<file path="src/rtl/io_pkg.sv">
// Shared IO-path constants used by the input conditioner and the data memory's IO read path.
package io_pkg;

   localparam int   IO_DEBOUNCE_DEFAULT = 50000;
   localparam int   NUM_SW_DEFAULT      = 10;
   localparam int   NUM_KEY_DEFAULT     = 4;
   localparam logic KEY_IDLE            = 1'b1;
   localparam logic SW_RESET            = 1'b0;

   // Counter must be able to hold 0..cycles without wrapping.
   function automatic int cnt_width(input int cycles);
      return (cycles < 1) ? 1 : $clog2(cycles + 1);
   endfunction

endpackage

</file>
<file path="src/rtl/io_input_conditioner_if.sv">
// Board-input bus between the raw pins and the data memory's IO read path.
interface io_input_conditioner_if #(
   parameter int NUM_SW  = io_pkg::NUM_SW_DEFAULT,
   parameter int NUM_KEY = io_pkg::NUM_KEY_DEFAULT
);
   logic [NUM_SW-1:0]  swRaw;
   logic [NUM_KEY-1:0] keyRaw;
   logic [NUM_KEY-1:0] clrKeys;
   logic [NUM_SW-1:0]  switches;
   logic [NUM_KEY-1:0] keys;
   logic [NUM_KEY-1:0] keyPress;

   modport master (
      output swRaw, keyRaw, clrKeys,
      input  switches, keys, keyPress
   );

   modport slave (
      input  swRaw, keyRaw, clrKeys,
      output switches, keys, keyPress
   );
endinterface

</file>
<file path="src/rtl/io_input_conditioner_debounce_bit.sv">
// One input bit: two-flop synchroniser followed by a restart-on-glitch debounce counter.
module debounce_bit
   import io_pkg::*;
#(
   parameter int   DEBOUNCE_CYCLES = IO_DEBOUNCE_DEFAULT,
   parameter logic RESET_VAL       = 1'b0
) (
   input  logic clk,
   input  logic reset,
   input  logic raw_i,
   output logic stable_o
);
   localparam int             CNT_W    = cnt_width(DEBOUNCE_CYCLES);
   localparam logic [CNT_W-1:0] CNT_LAST = CNT_W'(DEBOUNCE_CYCLES - 1);

   logic             s1_q, s2_q;
   logic             stable_q, stable_d;
   logic [CNT_W-1:0] cnt_q, cnt_d;

   always_comb begin
      // NOTE: every output of a combinational block gets a default first, so no path infers a latch.
      stable_d = stable_q;
      cnt_d    = '0;
      if (s2_q != stable_q) begin
         if (cnt_q == CNT_LAST) begin
            stable_d = s2_q;
         end else begin
            cnt_d = cnt_q + CNT_W'(1);
         end
      end
   end

   // NOTE: clocked state uses non-blocking assignments so all flops update from pre-edge values.
   always_ff @(posedge clk or negedge reset) begin
      if (!reset) begin
         s1_q     <= RESET_VAL;
         s2_q     <= RESET_VAL;
         stable_q <= RESET_VAL;
         cnt_q    <= '0;
      end else begin
         s1_q     <= raw_i;
         s2_q     <= s1_q;
         stable_q <= stable_d;
         cnt_q    <= cnt_d;
      end
   end

   assign stable_o = stable_q;

endmodule

</file>
<file path="src/rtl/io_input_conditioner.sv">
// Synchronise, debounce and edge-detect board switches/keys for the data memory's IO path.
// Define KEY_STICKY_EN to turn keys into sticky active-high press flags cleared by clrKeys.
module io_input_conditioner
   import io_pkg::*;
#(
   parameter int DEBOUNCE_CYCLES = IO_DEBOUNCE_DEFAULT,
   parameter int NUM_SW          = NUM_SW_DEFAULT,
   parameter int NUM_KEY         = NUM_KEY_DEFAULT
) (
   input logic                   clk,
   input logic                   reset,
   io_input_conditioner_if.slave io
);
   logic [NUM_SW-1:0]  sw_stable;
   logic [NUM_KEY-1:0] key_stable;
   logic [NUM_KEY-1:0] key_prev_q;
   logic [NUM_KEY-1:0] key_press_q, key_press_d;

   for (genvar g = 0; g < NUM_SW; g++) begin : gen_sw
      debounce_bit #(
         .DEBOUNCE_CYCLES (DEBOUNCE_CYCLES),
         .RESET_VAL       (SW_RESET)
      ) u_db (
         .clk      (clk),
         .reset    (reset),
         .raw_i    (io.swRaw[g]),
         .stable_o (sw_stable[g])
      );
   end

   for (genvar g = 0; g < NUM_KEY; g++) begin : gen_key
      debounce_bit #(
         .DEBOUNCE_CYCLES (DEBOUNCE_CYCLES),
         .RESET_VAL       (KEY_IDLE)
      ) u_db (
         .clk      (clk),
         .reset    (reset),
         .raw_i    (io.keyRaw[g]),
         .stable_o (key_stable[g])
      );
   end

   // Keys are active-low: a press is a debounced 1->0 transition.
   assign key_press_d = key_prev_q & ~key_stable;

   always_ff @(posedge clk or negedge reset) begin
      if (!reset) begin
         key_prev_q  <= {NUM_KEY{KEY_IDLE}};
         key_press_q <= '0;
      end else begin
         key_prev_q  <= key_stable;
         key_press_q <= key_press_d;
      end
   end

   assign io.switches = sw_stable;
   assign io.keyPress = key_press_q;

`ifdef KEY_STICKY_EN
   logic [NUM_KEY-1:0] sticky_q, sticky_d;

   // A press arriving in the same cycle as a clear keeps the flag set.
   assign sticky_d = key_press_d | (sticky_q & ~io.clrKeys);

   always_ff @(posedge clk or negedge reset) begin
      if (!reset) begin
         sticky_q <= '0;
      end else begin
         sticky_q <= sticky_d;
      end
   end

   assign io.keys = sticky_q;
`else
   logic unused_clr;
   assign unused_clr = ^io.clrKeys;
   assign io.keys    = key_stable;
`endif

endmodule

</file>
<file path="src/flat_wrapper.sv">
// flat-port wrapper written by rule: the top's interface ports become plain ports
module io_input_conditioner_flat import io_pkg::*;
#(
   parameter int DEBOUNCE_CYCLES = IO_DEBOUNCE_DEFAULT,
   parameter int NUM_SW          = NUM_SW_DEFAULT,
   parameter int NUM_KEY         = NUM_KEY_DEFAULT
)
  (clk, reset, io_swRaw, io_keyRaw, io_clrKeys, io_switches, io_keys, io_keyPress);
  io_input_conditioner_if #(.NUM_SW(NUM_SW), .NUM_KEY(NUM_KEY)) io_i ();
  input logic clk;
  input logic reset;
  input wire logic [$bits(io_i.swRaw)-1:0] io_swRaw;
  input wire logic [$bits(io_i.keyRaw)-1:0] io_keyRaw;
  input wire logic [$bits(io_i.clrKeys)-1:0] io_clrKeys;
  output wire logic [$bits(io_i.switches)-1:0] io_switches;
  output wire logic [$bits(io_i.keys)-1:0] io_keys;
  output wire logic [$bits(io_i.keyPress)-1:0] io_keyPress;
  assign io_i.swRaw = io_swRaw;
  assign io_i.keyRaw = io_keyRaw;
  assign io_i.clrKeys = io_clrKeys;
  assign io_switches = io_i.switches;
  assign io_keys = io_i.keys;
  assign io_keyPress = io_i.keyPress;
  io_input_conditioner #(.DEBOUNCE_CYCLES(DEBOUNCE_CYCLES), .NUM_SW(NUM_SW), .NUM_KEY(NUM_KEY)) u_core (.clk(clk), .reset(reset), .io(io_i));
endmodule
</file>
<file path="config.mk">
export PLATFORM = sky130hd
export DESIGN_NAME = io_input_conditioner_flat
export DESIGN_NICKNAME = d
export VERILOG_FILES = /design/src/rtl/io_pkg.sv /design/src/rtl/io_input_conditioner_if.sv /design/src/rtl/io_input_conditioner_debounce_bit.sv /design/src/rtl/io_input_conditioner.sv /design/src/flat_wrapper.sv
export SDC_FILE = /design/constraint.sdc
export NUM_CORES = 1
export LEC_CHECK = 0
export ABC_CLOCK_PERIOD_IN_PS = 2200
export CAP_MARGIN = 20
export CORE_MARGIN = 1.5
export CORE_UTILIZATION = 39
export CTS_BUF_LIST = sky130_fd_sc_hd__clkbuf_8
export CTS_CLUSTER_DIAMETER = 50
export DETAILED_ROUTE_END_ITERATION = 10
export PLACE_DENSITY_LB_ADDON = 0.3
export REMOVE_ABC_BUFFERS = 1
export SYNTH_ARGS = -nofsm -noshare
export SYNTH_HDL_FRONTEND = slang
export SYNTH_SLANG_ARGS = --single-unit
</file>
<file path="constraint.sdc">
create_clock -name clk -period 2.2 [get_ports clk]
set_clock_uncertainty 0.1 [all_clocks]
set_input_delay 0.44 -clock clk [delete_from_list [all_inputs] [get_ports clk]]
set_output_delay 0.44 -clock clk [all_outputs]
set_load 0.01 [all_outputs]
</file>
# Word level (Yosys, flattened, before mapping)
# Cells that the tools add are included.
# op_classes
n_addsub	14
eq_ne	28
n_mux	28
n_bitwise	2
reduce_logical	14
# ops
op	n
2-to-1 mux 16 bit	28
adder 16 x 1 -> 16 bit (second input constant)	14
equality test 16 bit (second input constant)	14
AND reduction 2 bit	14
!= test 1 bit	14
bitwise AND 4 bit	1
NOT 4 bit	1
# word_totals
regBits	274
in_bits	20
out_inout_bits	18

# Logic depth before layout (Yosys ltp)
# logic_depth
ltp_word	3
depth_mapped	6

# Hierarchy
# From an unflattened synthesis, not the netlist that was laid out.
# hier_totals
cells_unflattened	1174
area_unflattened_um2	13395.3
# modules_own_cells
module	n_inst	cells_per_inst	area_per_inst_um2
debounce_bit at u_core.gen_sw[0].u_db ...	10	83	937.1
debounce_bit at u_core.gen_key[0].u_db ...	4	83	940.9
io_input_conditioner	1	12	260.2

# Least setup slack after synthesis
# Ideal clock, no wire load.
# synth_path
kind	flip-flop to flip-flop
from	register u_core.gen_sw[9].u_db.cnt_q[10]
to	register u_core.gen_sw[9].u_db.stable_q
setup_time_ns	0.125
arrival_ns	1.657
t_required_ns	1.975
setup_slack_ns	0.318
stages_incl_launch_ff	4
n_path_buf	0
cell_sequence	dfrtp_1 > or3b_4 > or4_4 > mux2_4
# synth_between
elab_chain_cells	2
# synth_rtl
element	line	source
start: declaration	io_input_conditioner_debounce_bit.sv:18	logic [CNT_W-1:0] cnt_q, cnt_d;
start signal: assignment	io_input_conditioner_debounce_bit.sv:44	cnt_q <= cnt_d;
equality test 16 bit	io_input_conditioner_debounce_bit.sv:25	if (cnt_q == CNT_LAST) begin
AND reduction 2 bit (no source line)	--	
end signal: assignment	io_input_conditioner_debounce_bit.sv:43	stable_q <= stable_d;
end: declaration	io_input_conditioner_debounce_bit.sv:17	logic stable_q, stable_d;
# Every way passes these cells.
# A chain may end at the register's enable or synchronous reset.

# Worst setup path after layout
# layout_path
from	register u_core.gen_sw[8].u_db.stable_q
to	output io_switches[8]
# layout_lines
element	line	source
start: declaration	io_input_conditioner_debounce_bit.sv:17	
start signal: assignment	io_input_conditioner_debounce_bit.sv:43	
end: declaration	flat_wrapper.sv:15	output wire logic [$bits(io_i.switches)-1:0] io_switches;
# No word-level cell between the ends.

==> results.yml <==
critical_path:
  rrSetupSlack_ns: 0.24
  regToRegEndpoint: "u_core.gen_sw[9].u_db.stable_o"
  path_class: "flip-flop to output pin"
  r2r_cells: 4
  crit_path_start_kind: "flip-flop"
  crit_chain: "clkdlybuf4s50_1"
  r2r_start: "u_core.gen_sw[9].u_db.cnt_q[7]"
  crit_arrival_ns: 1.57
  slowest_stage: "clkdlybuf4s50_1"
  cp_max_fo: 3
  endpoint_kind: "output pin"
  cp.required_ns: 1.66
  worstPathBufferInverterCount: 1
  cpLargestDelayFamily: "buffers and inverters"
  cp_slowest_stage_delay_ns: 0.57
timing:
  rsz0062_at_grt: "no"
  min_period_ns: 2.11
  tightest_slew_ns: 0.523
  slew_violations: 0
  slew_headroom: 0.651
  layout_setup_ws_ns: 0.0919
  period_share: 0.958
  hold_violations: 0
  finalSetupTns_ns: 0
  setup_viol: 0
  max_freq_mhz: 474
die:
  core_um2: 31700
  num_io_pins: 38
  die_y_um: 183
  dieArea_um2: 33500
  rows: 65
  start_util: 0.399
  die_x_um: 183
clock_tree:
  cts_tree: "yes"
  clock_sinks: 274
  cts_root_buf: "clkbuf_8"
  clkLatencyLatePin_ns: 0.56
  path_clk_slew_ns: 0.06
  clockBufferDepth: 3
  cts_buffers: 47
  cts-htree-levels: 2
placement:
  place_hpwl_um: 14500
  placedCellCount: 1653
  port_buffers: 33
  pre_cts_slack_ns: 0.238
  post_dp_cell_area_um2: 13600
  finalWeightedCongestion: 0.800
drt:
  wl_met1_um: 11000
  routedWlPerCell_um: 12.9
  post-route-drc-count: 0
  drt-total-wl_um: 22400
  topRoutingLayerUsed: "met4"
  met2_wirelength_um: 10000
  drt-vias-per-instance: 4.98
  drtIter0Drc: 364
  firstDrtPassIters: 4
  wl_met3_um: 796
  vias: 8662
  postRouteAntennaNets: 0
synthesis:
  async_flop_share: 1.00
  ys_seq_area_frac: 0.544
  syn_inst: 1215
  yosysWarnings: 0
  syn_area_per_cell_um2: 10.4
  ys_types: 34
  synth_edf_count: 0
  syn_area_um2: 12600
  synth-seq-cells: 274
  synthFlopType: "dfrtp_1"
cells_and_area:
  layout-drive-gt1-share: 0.105
  layout.cells.non_filler: 1741
  fin_area_um2: 14500
  fin_nets: 1335
  area_growth_pct: 14.9
  num_antenna_cells: 0
min_path:
  hp-start: "io_keyRaw[2]"
  holdPathEnd: "u_core.gen_key[2].u_db.s1_q"
  hp-class: "input port to flip-flop"
  hold_depth: 1
global_routing:
  grt_max_degree: 59
  antenna_found_initial: 0
  grt_overflow: 0
  first_global_vias: 8694
  grt.total_usage: 0.143
  grt_pass1_wl_um: 40700
power:
  powerDensity_nw_per_um2: 689
  power_w: 0.0100
  ir_drop_mv: 0.496
  p_leak_nw: 5.93
run_status:
  outcome: "completed"
flow_run:
  cap_violations: 0
worst max-delay path by stage:
stage | start | to | slack (ns) | cells past startpoint
after floorplan | u_core.gen_sw[9].u_db.cnt_q[10] | u_core.gen_sw[9].u_db.stable_o | 0.32 | 3
after global placement | u_core.gen_sw[9].u_db.cnt_q[7] | u_core.gen_sw[9].u_db.stable_o | 0.25 | 4
after detailed placement | u_core.gen_sw[9].u_db.cnt_q[7] | u_core.gen_sw[9].u_db.stable_o | 0.24 | 4
after CTS | u_core.gen_sw[8].u_db.stable_o | io_switches[8] | 0.05 | 1
after global routing | u_core.gen_sw[8].u_db.stable_o | io_switches[8] | 0.04 | 1
final | u_core.gen_sw[8].u_db.stable_o | io_switches[8] | 0.09 | 1
repair_timing:
action | in CTS | in global routing
hold buffers | 1 | 0
endpoints found under the hold margin | 41 | 0
setup endpoints to repair | 4 | 0
gates resized for setup | 4 | 0
buffers inserted | 0 | 0
area by class of cell:
cell class | count | area [um^2]
Inverter | 48 | 180
Sequential cell | 274 | 6880
Multi-Input combinational cell | 865 | 5410
Tap cell | 402 | 503
Timing Repair Buffer | 65 | 623
Clock inverter | 30 | 140
Clock buffer | 57 | 785
Fill cell | 3005 | 17200
kinds of logic after synthesis:
kind of cell | after synthesis | synth area share
adders and majority gates | 14 | 0.0139
AOI/OAI and AO/OA | 13 | 0.0216
buffers and inverters | 76 | 0.0278
and+or+nand+nor | 616 | 0.236
DFF | 274 | 0.544
muxes | 14 | 0.0128
xor gates and xnor gates | 208 | 0.144
cells in the mapped netlist, types with 15 or more instances:
master   number  share of area
nand4_1      55          0.027
nand3_1      80          0.032
buf_4        15         0.0089
nor4_1       67          0.033
nor3_1       51          0.020
dfstp_2      16          0.033
nand2_1      53          0.016
inv_1        48          0.014
dfrtp_1     258           0.51
nor2_1      263          0.078
xor2_1       38          0.026
xnor2_1     170           0.12
state kept, by name, summed over array words and instances, names as in the netlist:
name,cells
u_core.gen_sw.u_db.stable_o,10
u_core.gen_sw.u_db.cnt_q,160
u_core.gen_key.u_db.s2_q,4
u_core.gen_key.u_db.s1_q,4
u_core.gen_sw.u_db.s1_q,10
u_core.gen_sw.u_db.s2_q,10
u_core.io.keyPress,4
u_core.gen_key.u_db.stable_o,4
u_core.key_prev_q,4
u_core.gen_key.u_db.cnt_q,64
stage by stage:
step | utilization | hold slack (ns)
2_1_floorplan | - | 0.0444
3_3_place_gp | 0.429 | 0.232
3_5_place_dp | 0.429 | 0.236
4_1_cts | 0.458 | 0.127
5_1_grt | 0.458 | 0.138
6_report | 0.458 | 0.175
per-layer routing:
metal | track usage | up-vias
li1 | - | 4333
met1 | 0.198 | 4186
met2 | 0.225 | 97
met3 | 0.0268 | 46
met4 | 0.0515 | 0
met5 | 0 | -
cell usage in the layout (no fill, tap or decap), types with 2 or more instances in the layout:
cell type / instances
nor2_1: 263
dfrtp_1: 258
xnor2_1: 170
nand3_1: 80
inv_1: 70
nor4_1: 67
clkbuf_8: 57
nand4_1: 55
nand2_1: 53
nor3_1: 51
xor2_1: 38
clkdlybuf4s50_1: 28
buf_4: 27
dfstp_2: 16
ha_1: 14
mux2_2: 13
and3_1: 10
nor4bb_1: 9
o41ai_4: 9
nor4b_1: 8
nand3b_1: 4
nor2b_1: 4
clkinv_2: 4
dlygate4sd2_1: 4
buf_12: 4
or3_1: 3
o31ai_1: 2
or4_1: 2
a21oi_1: 2
clkinvlp_4: 2
inv_8: 2
power breakdown:
| part | internal, W | switching, W |
|---|---|---|
| Combinational | 0.000144 | 0.000227 |
| Sequential | 0.00514 | 0.0000767 |
| Clock | 0.00236 | 0.00206 |
No activity file was read; power rests on OpenSTA's default activity.
